**config.mk**
```make
export PLATFORM = sky130hd
export DESIGN_NAME = int_sequencer
export DESIGN_NICKNAME = d
export VERILOG_FILES = /design/src/rtl/int_sequencer.sv
export SDC_FILE = /design/constraint.sdc
export NUM_CORES = 1
export LEC_CHECK = 0
export CAP_MARGIN = 20
export CORE_ASPECT_RATIO = 2
export CORE_MARGIN = 2
export CORE_UTILIZATION = 25
export DETAILED_ROUTE_END_ITERATION = 10
export HOLD_SLACK_MARGIN = 0.15
export PLACE_DENSITY = 0.54
export SYNTH_ARGS = -nofsm -noshare
export SYNTH_HDL_FRONTEND = slang
export SYNTH_SLANG_ARGS = --single-unit
```
**constraint.sdc**
```tcl
create_clock -name clk -period 2.3 [get_ports clk]
set_clock_uncertainty 0.05 [all_clocks]
set_input_delay 0.23 -clock clk [delete_from_list [all_inputs] [get_ports clk]]
set_output_delay 0.23 -clock clk [all_outputs]
set_load 0.02 [all_outputs]
```
**src/rtl/int_sequencer.sv**
```systemverilog
// Interrupt entry/exit sequencer: drains the pipe, pushes PC and flags through the
// shared data-memory port, vectors to the ISR; RTI pops them back in reverse order.
module int_sequencer #(
   parameter int              W            = 16,
   parameter int              PC_W         = 32,
   parameter int              DRAIN_CYCLES = 3,
   parameter logic [PC_W-1:0] VECTOR       = 32'h0000_0020
) (
   input  logic            clk,
   input  logic            rst,
   input  logic            interrupt,
   input  logic            pipe_ready,
   input  logic            rti_req,
   input  logic [PC_W-1:0] epc,
   input  logic [2:0]      flags_in,
   input  logic            mem_ack,
   input  logic [W-1:0]    mem_rdata,
   output logic            stall,
   output logic            flush,
   output logic            mem_req,
   output logic            mem_push,
   output logic [W-1:0]    mem_wdata,
   output logic            pc_load,
   output logic [PC_W-1:0] pc_val,
   output logic            flags_load,
   output logic [2:0]      flags_out,
   output logic            in_isr
);

   localparam int            CW       = (DRAIN_CYCLES > 1) ? $clog2(DRAIN_CYCLES) : 1;
   localparam logic [CW-1:0] DRAIN_LD = CW'(DRAIN_CYCLES - 1);

   typedef enum logic [3:0] {
      IDLE, FLUSH, DRAIN, PUSH_HI, PUSH_LO, PUSH_FL, VEC,
      RSTALL, POP_FL, POP_LO, POP_HI, RESTORE
   } state_t;

   state_t          state, nxt;
   logic            pending;
   logic [CW-1:0]   cnt;
   logic [PC_W-1:0] epc_r;
   logic [2:0]      flags_r;
   logic [2:0]      pop_fl;
   logic [W-1:0]    pop_lo;
   logic            take;

   always_comb begin
      nxt = state;
      case (state)
         IDLE: begin
            // RTI has priority over a simultaneously eligible interrupt
            if (rti_req && in_isr)                      nxt = RSTALL;
            else if (pending && !in_isr && pipe_ready)  nxt = FLUSH;
         end
         FLUSH:   nxt = DRAIN;
         DRAIN:   if (cnt == '0) nxt = PUSH_HI;
         PUSH_HI: if (mem_ack) nxt = PUSH_LO;
         PUSH_LO: if (mem_ack) nxt = PUSH_FL;
         PUSH_FL: if (mem_ack) nxt = VEC;
         VEC:     nxt = IDLE;
         RSTALL:  nxt = POP_FL;
         POP_FL:  if (mem_ack) nxt = POP_LO;
         POP_LO:  if (mem_ack) nxt = POP_HI;
         POP_HI:  if (mem_ack) nxt = RESTORE;
         RESTORE: nxt = IDLE;
         default: nxt = IDLE;
      endcase
   end

   assign take = (state == IDLE) && (nxt == FLUSH);

   // Outputs are decoded from the next state so they are valid the cycle a state is entered
   always_ff @(posedge clk) begin
      if (!rst) begin
         state      <= IDLE;
         pending    <= 1'b0;
         cnt        <= '0;
         epc_r      <= '0;
         flags_r    <= '0;
         pop_fl     <= '0;
         pop_lo     <= '0;
         stall      <= 1'b0;
         flush      <= 1'b0;
         mem_req    <= 1'b0;
         mem_push   <= 1'b0;
         mem_wdata  <= '0;
         pc_load    <= 1'b0;
         pc_val     <= '0;
         flags_load <= 1'b0;
         flags_out  <= '0;
         in_isr     <= 1'b0;
      end else begin
         state   <= nxt;
         pending <= interrupt | (pending & ~take);
         if (take) begin
            epc_r   <= epc;
            flags_r <= flags_in;
         end
         if (nxt == DRAIN && state != DRAIN) cnt <= DRAIN_LD;
         else if (state == DRAIN && cnt != '0) cnt <= cnt - 1'b1;
         if (mem_ack && state == POP_FL) pop_fl <= mem_rdata[2:0];
         if (mem_ack && state == POP_LO) pop_lo <= mem_rdata;

         stall    <= (nxt != IDLE);
         flush    <= (nxt == FLUSH) || (nxt == RSTALL);
         mem_req  <= (nxt == PUSH_HI) || (nxt == PUSH_LO) || (nxt == PUSH_FL) ||
                     (nxt == POP_FL)  || (nxt == POP_LO)  || (nxt == POP_HI);
         mem_push <= (nxt == PUSH_HI) || (nxt == PUSH_LO) || (nxt == PUSH_FL);
         case (nxt)
            PUSH_HI: mem_wdata <= epc_r[PC_W-1:W];
            PUSH_LO: mem_wdata <= epc_r[W-1:0];
            PUSH_FL: mem_wdata <= {{(W-3){1'b0}}, flags_r};
            default: mem_wdata <= '0;
         endcase

         pc_load    <= (nxt == VEC) || (nxt == RESTORE);
         flags_load <= (nxt == RESTORE);
         case (nxt)
            VEC:     pc_val <= VECTOR;
            // high half arrives on the same ack that moves us into RESTORE
            RESTORE: pc_val <= PC_W'({mem_rdata, pop_lo});
            default: pc_val <= '0;
         endcase
         flags_out <= (nxt == RESTORE) ? pop_fl : 3'b000;

         if (nxt == VEC)          in_isr <= 1'b1;
         else if (nxt == RESTORE) in_isr <= 1'b0;
      end
   end

endmodule

```
# After elaboration in Yosys (flattened, before gate mapping)
# Index checks and enable logic that the tools add are counted.
[totals]
in_bits = 57
out_inout_bits = 58
reg_bits = 119
wordCells = 84
[op_classes]
add_sub_neg = 1
n_mux = 16
bitwise = 4
n_eq_ne = 21
reduce_logical = 24
[ops]
columns = ["operator", "count"]
rows = [
  ["$pmux 32 s2", 1],
  ["$pmux 16 s3", 1],
  ["$pmux 4 s10", 1],
  ["$mux 4", 9],
  ["$eq 4x3->1 const B", 7],
  ["$eq 4x4->1 const B", 7],
  ["$eq 4x2->1 const B", 4],
  ["$eq 4x1->1 const B", 2],
  ["$logic_and 1x1->1", 8],
  ["$logic_or 1x1->1", 7],
  ["$reduce_bool 2->1", 3],
  ["$logic_not 4->1", 1],
  ["$mux 2", 2],
  ["$ne 4x2->1 const B", 1],
  ["$reduce_bool 4->1", 1],
  ["$logic_not 2->1", 1],
  ["$mux 1", 2],
  ["$not 1->1", 2],
  ["$reduce_and 2->1", 1],
  ["$reduce_or 2->1", 1],
  ["$sub 2x1->2 const B", 1],
  ["$and 1x1->1", 1],
  ["$logic_not 1->1", 1],
  ["$or 1x1->1", 1],
]

# Logic depth before layout (Yosys ltp)
[logic_depth]
depth_word = 12
ltp_mapped = 9
ltp_nobuf = 7

# Least setup slack after synthesis
# No wires, ideal clock.
[synth_path]
path_type = "flip-flop to flip-flop"
start = "register cnt[0]"
end = "register mem_wdata[0]"
synth_period_minus_slack_ns = 1.822
setup_time_ns = 0.070
arrival_ns = 1.702
setup_slack_ns = 0.478
stages_incl_launch_ff = 10
t_required_ns = 2.180
n_path_buf = 2
cell_sequence = "dfxtp_1 inv_1 ha_1 nand3b_1 a211oi_2 nor4_4 buf_4 buf_6 nand3_1 a21oi_1"
[synth_via]
elab_chain_cells = 5
elab_cells_between_ends = 7
classes_between = "eq/ne: 3; mux: 3; reduce/logical: 1"
[synth_rtl]
columns = ["element", "line", "source"]
rows = [
  ["from (decl)", "40", "logic [CW-1:0] cnt;"],
  ["from (signal assigned)", "100", "else if (state == DRAIN && cnt != '0) cnt <= cnt - 1'b1;"],
  ["$logic_not 2->1 (*)", "56", "DRAIN: if (cnt == '0) nxt = PUSH_HI;"],
  ["$mux 4 (*)", "56", ""],
  ["$pmux 4 s10 (*)", "49", "case (state)"],
  ["$eq 4x3->1 or $eq 4x2->1 (tied branches)", "109", "case (nxt)"],
  ["$pmux 16 s3 (*)", "109", ""],
  ["to (signal assigned)", "110", "PUSH_HI: mem_wdata <= epc_r[PC_W-1:W];"],
  ["to (signal assigned)", "111", "PUSH_LO: mem_wdata <= epc_r[W-1:0];"],
  ["to (signal assigned)", "112", "PUSH_FL: mem_wdata <= {{(W-3){1'b0}}, flags_r};"],
  ["to (decl)", "22", "output logic [W-1:0] mem_wdata,"],
]
# Mark *: on every way between the ends. The rest lies on a longest branch, timed or not.
# A chain may end at the register's enable or synchronous reset.

# Worst setup path after layout
[layout_path]
start = "register state[1]"
end = "register epc_r[18]"
[layout_via]
elab_chain_cells = 5
elab_cells_between_ends = 22
classes_between = "eq/ne: 10; mux: 10; reduce/logical: 2"
[layout_rtl]
columns = ["element", "line", "source"]
rows = [
  ["from (decl)", "38", "state_t state, nxt;"],
  ["from (signal assigned)", "93", "state <= nxt;"],
  ["$mux 4", "53", "else if (pending && !in_isr && pipe_ready) nxt = FLUSH;"],
  ["$mux 4", "52", "if (rti_req && in_isr) nxt = RSTALL;"],
  ["$pmux 4 s10", "49", ""],
  ["$eq 4x1->1", "70", "assign take = (state == IDLE) && (nxt == FLUSH);"],
  ["$logic_and 1x1->1 (*)", "70", ""],
  ["to (signal assigned)", "96", "epc_r <= epc;"],
  ["to (decl)", "41", "logic [PC_W-1:0] epc_r;"],
]
# Marked as above.

==> flow_summary.toml <==
[critical_path]
cp-endpoint = "epc_r[18]$_SDFFE_PN0P_"
worst_setup_path_start_kind = "flop"
cp_cell_sequence = "or4_4, a21oi_4, nor4_4, buf_4, nor2b_4, buf_12, mux2i_1"
cp.required_ps = 2580
critPathKind = "reg -> reg"
worstReg2RegStart = "state[1]$_SDFF_PN0_"
crit_start = "state[1]$_SDFF_PN0_"
crit_family = "simple AND/OR/NAND/NOR gates"
slowest_stage = "or4_4"
reg2reg_to = "epc_r[18]$_SDFFE_PN0P_"
cp_num_cells = 7
cp_max_fo = 18
r2r_slack_ps = 120
worstSetupEndpointType = "flop"
critical_path_buf_inv_count = 2
arrival_ps = 2460
slowest_delay_ps = 560
reg2regPathDepth = 7

[hold_path]
holdPathStages = 3
hold_path.class = "in -> reg"

[power_and_ir_drop]
netSwitchingPower_uw = 1479
irDropWorstVdd_mv = 0.4769
p_clk_share_pct = 46.4
p_int_uw = 4348
seqPwrFrac_pct = 39.2
leakagePower_uw = 0.002400
cellPowerDensity_nw_per_um2 = 897.1
switching_share_pct = 25.38
p_comb_share_pct = 14.3

[timing]
rsz0062_at_grt = "false"
hold_viol = 0
drv_slew = 0
fin_crit_sh_pct = 94.99
fin_setup_tns_ps = 0
fmax_mhz = 457.7
worst_pin_slew_ps = 616.6
fin_ws_ps = 115.3
slew_headroom_pct = 58.65
post-route-min-period_ps = 2185
setup_viol = 0

[synth]
synth_area_leader_cell = "dfxtp_1"
yosysWarnings = 0
synth_nets = 525
synth-seq-cells = 119
synth_largest_type_area_fraction_pct = 53.29
yosys-top-cells-area = "dfxtp_1 (53%), nand2_1 (9.3%), mux2i_1 (8.5%)"
synth.avg_cell_area_sq_um = 9.573
syn_area_sq_um = 4471
ys_seq_area_share_pct = 53.29
synth_cells = 467
synthDistinctLibCells = 45

[routing]
dr_total_vias = 3541
wl_um = 11200
wl_per_cell_um = 13.72
drcViolationCount = 0
postRouteAntennaNets = 0
dr.pass1.iters = 4
via_per_inst = 4.339
initialDrtViolationCount = 147

[finish]
multi_input_area_sq_um = 1876
area_growth_pct = 45.28
num-fill-cells = 1857
final_cell_mix = "dfxtp_1 (119), clkdlybuf4s50_1 (113), nand2_1 (111)"
mostFrequentLayoutCell = "dfxtp_1"
nNetsFinal = 648
drive_gt1_share_pct = 10.61
n_antenna_cell = 0
seqCellArea_sq_um = 2382

[global_route]
grt_max_degree = 55
gr-total-overflow = 0
grt_pass1_vias = 3577
antenna_found_initial = 0
grt_usage_pct = 12.24
grt_first_pass_wirelength_um = 18250

[clocking]
clk-insertion-delay-late_ps = 420
ctsResizeCount = 0
htreeDepth = 4
cts_tree = "yes"
clk_pin_slew_ps = 60
clock-root-buffer = "clkbuf_16"
cts_sinks = 119
cts.path.max_buffers = 2
numCtsBuffers = 17

[floorplan]
die_w_um = 98.56
pin_count = 115
core_area_sq_um = 17610
start_util_pct = 25.38
die_y_um = 193.1
dieArea_sq_um = 19030
std_cell_rows = 69

[placed_design]
place_ws_ps = -37.05
portBuffers = 114
hpwl_um = 7536
globalplace.congestion = 0.7783

[flow_run]
max_cap_violations = 0

[outcome]
run_status = "complete, no violations"
## state kept, by name, summed over array words and instances (netlist names), 2 cells and up
register	cells
mem_wdata	16
cnt	2
epc_r	32
pop_lo	16
state	4
flags_out	3
pop_fl	3
pc_val	32
flags_r	3
## tightest hold or removal path, stage by stage
cell and delay (ps):
clkdlybuf4s50_1 390, nand2_1 60, mux2i_1 60
## metal layers
layer	up-vias	global-route usage (%)	share of wire (%)
met5	-	0	0
met4	0	5.374	1.3
met3	9	4.146	6.4
met2	113	18.86	46
met1	1619	15.54	46
li1	1800	-	-
## per-stage QoR
| stage | hold WS (ps) | util, % | instance area, sq um | power [uW] | cells |
|---|---|---|---|---|---|
| 3_5_place_dp | 389.4 | 33.41 | 5884 | 3169 | 783 |
| 6_report | 321.4 | 36.88 | 6495 | 5827 | 816 |
| 4_1_cts | 295.7 | 36.88 | 6495 | 5905 | 816 |
| 2_1_floorplan | 294.6 | - | 4471 | 2870 | 467 |
| 3_3_place_gp | 384.3 | 33.41 | 5884 | 3158 | 783 |
| 5_1_grt | 327.2 | 36.88 | 6495 | 6076 | 816 |
## power groups by stage
stage               logic (uW)  registers (uW)  clock network (uW)
floorplan                  565            2300                   0
global placement           830            2330                   0
detailed placement         841            2330                   0
CTS                        848            2280                2770
global route               911            2310                2860
finish                     836            2290                2700
## area by class of cell
class	instances	share of cell area, %
flip-flops and latches	119	36.68
repair buffers	137	20.81
multi-input cells	310	28.88
inverters	5	0.2890
clock buffers	21	6.935
well taps	213	4.103
clock inverters	11	2.312
## how the worst min path moves through the flow
stage	from	end	slack [ps]
finish	epc[1]	epc_r[1]$_SDFFE_PN0P_	320
global route	epc[23]	epc_r[23]$_SDFFE_PN0P_	330
CTS	epc[31]	epc_r[31]$_SDFFE_PN0P_	300
detailed placement	pop_lo[2]$_SDFFE_PN0P_	pc_val[2]$_SDFF_PN0_	390
global placement	pop_lo[13]$_SDFFE_PN0P_	pc_val[13]$_SDFF_PN0_	380
floorplan	interrupt	pending$_SDFF_PN0_	290
## logic make-up after synthesis
family                   share of synthesized area [%]
XOR/XNOR                                        0.1959
flip-flops                                       53.29
buffers and inverters                            4.870
adder cells (fa/ha/maj)                         0.2798
AND/OR/NAND/NOR                                  22.31
AO/OA/AOI/OAI                                    10.55
multiplexers                                     8.508
## cell usage after synthesis (all sizes together)
| library cell | n |
|---|---|
| or4 | 1 |
| ha | 1 |
| a21oi | 13 |
| nand3 | 7 |
| nor3 | 4 |
| dfxtp | 119 |
| nand2b | 6 |
| xnor2 | 1 |
| or3 | 2 |
| nand4b | 1 |
| inv | 5 |
| and4b | 1 |
| a211oi | 2 |
| clkbuf | 16 |
| o2bb2ai | 1 |
| nor2 | 25 |
| o31ai | 1 |
| or3b | 2 |
| nor2b | 7 |
| o21a | 2 |
| buf | 17 |
| a22oi | 3 |
| nand3b | 3 |
| o21ai | 9 |
| o211a | 1 |
| nor4 | 1 |
| and3b | 1 |
| and2 | 35 |
| o21bai | 1 |
| a32oi | 13 |
| nand2 | 111 |
| a21boi | 17 |
| mux2i | 38 |
## what timing repair did
action	in CTS	in global routing
setup buffers	0	0
hold buffers	1	0
endpoints found under the hold margin	1	0
setup endpoints to repair	0	0
Power figures use the tool's default switching activity.
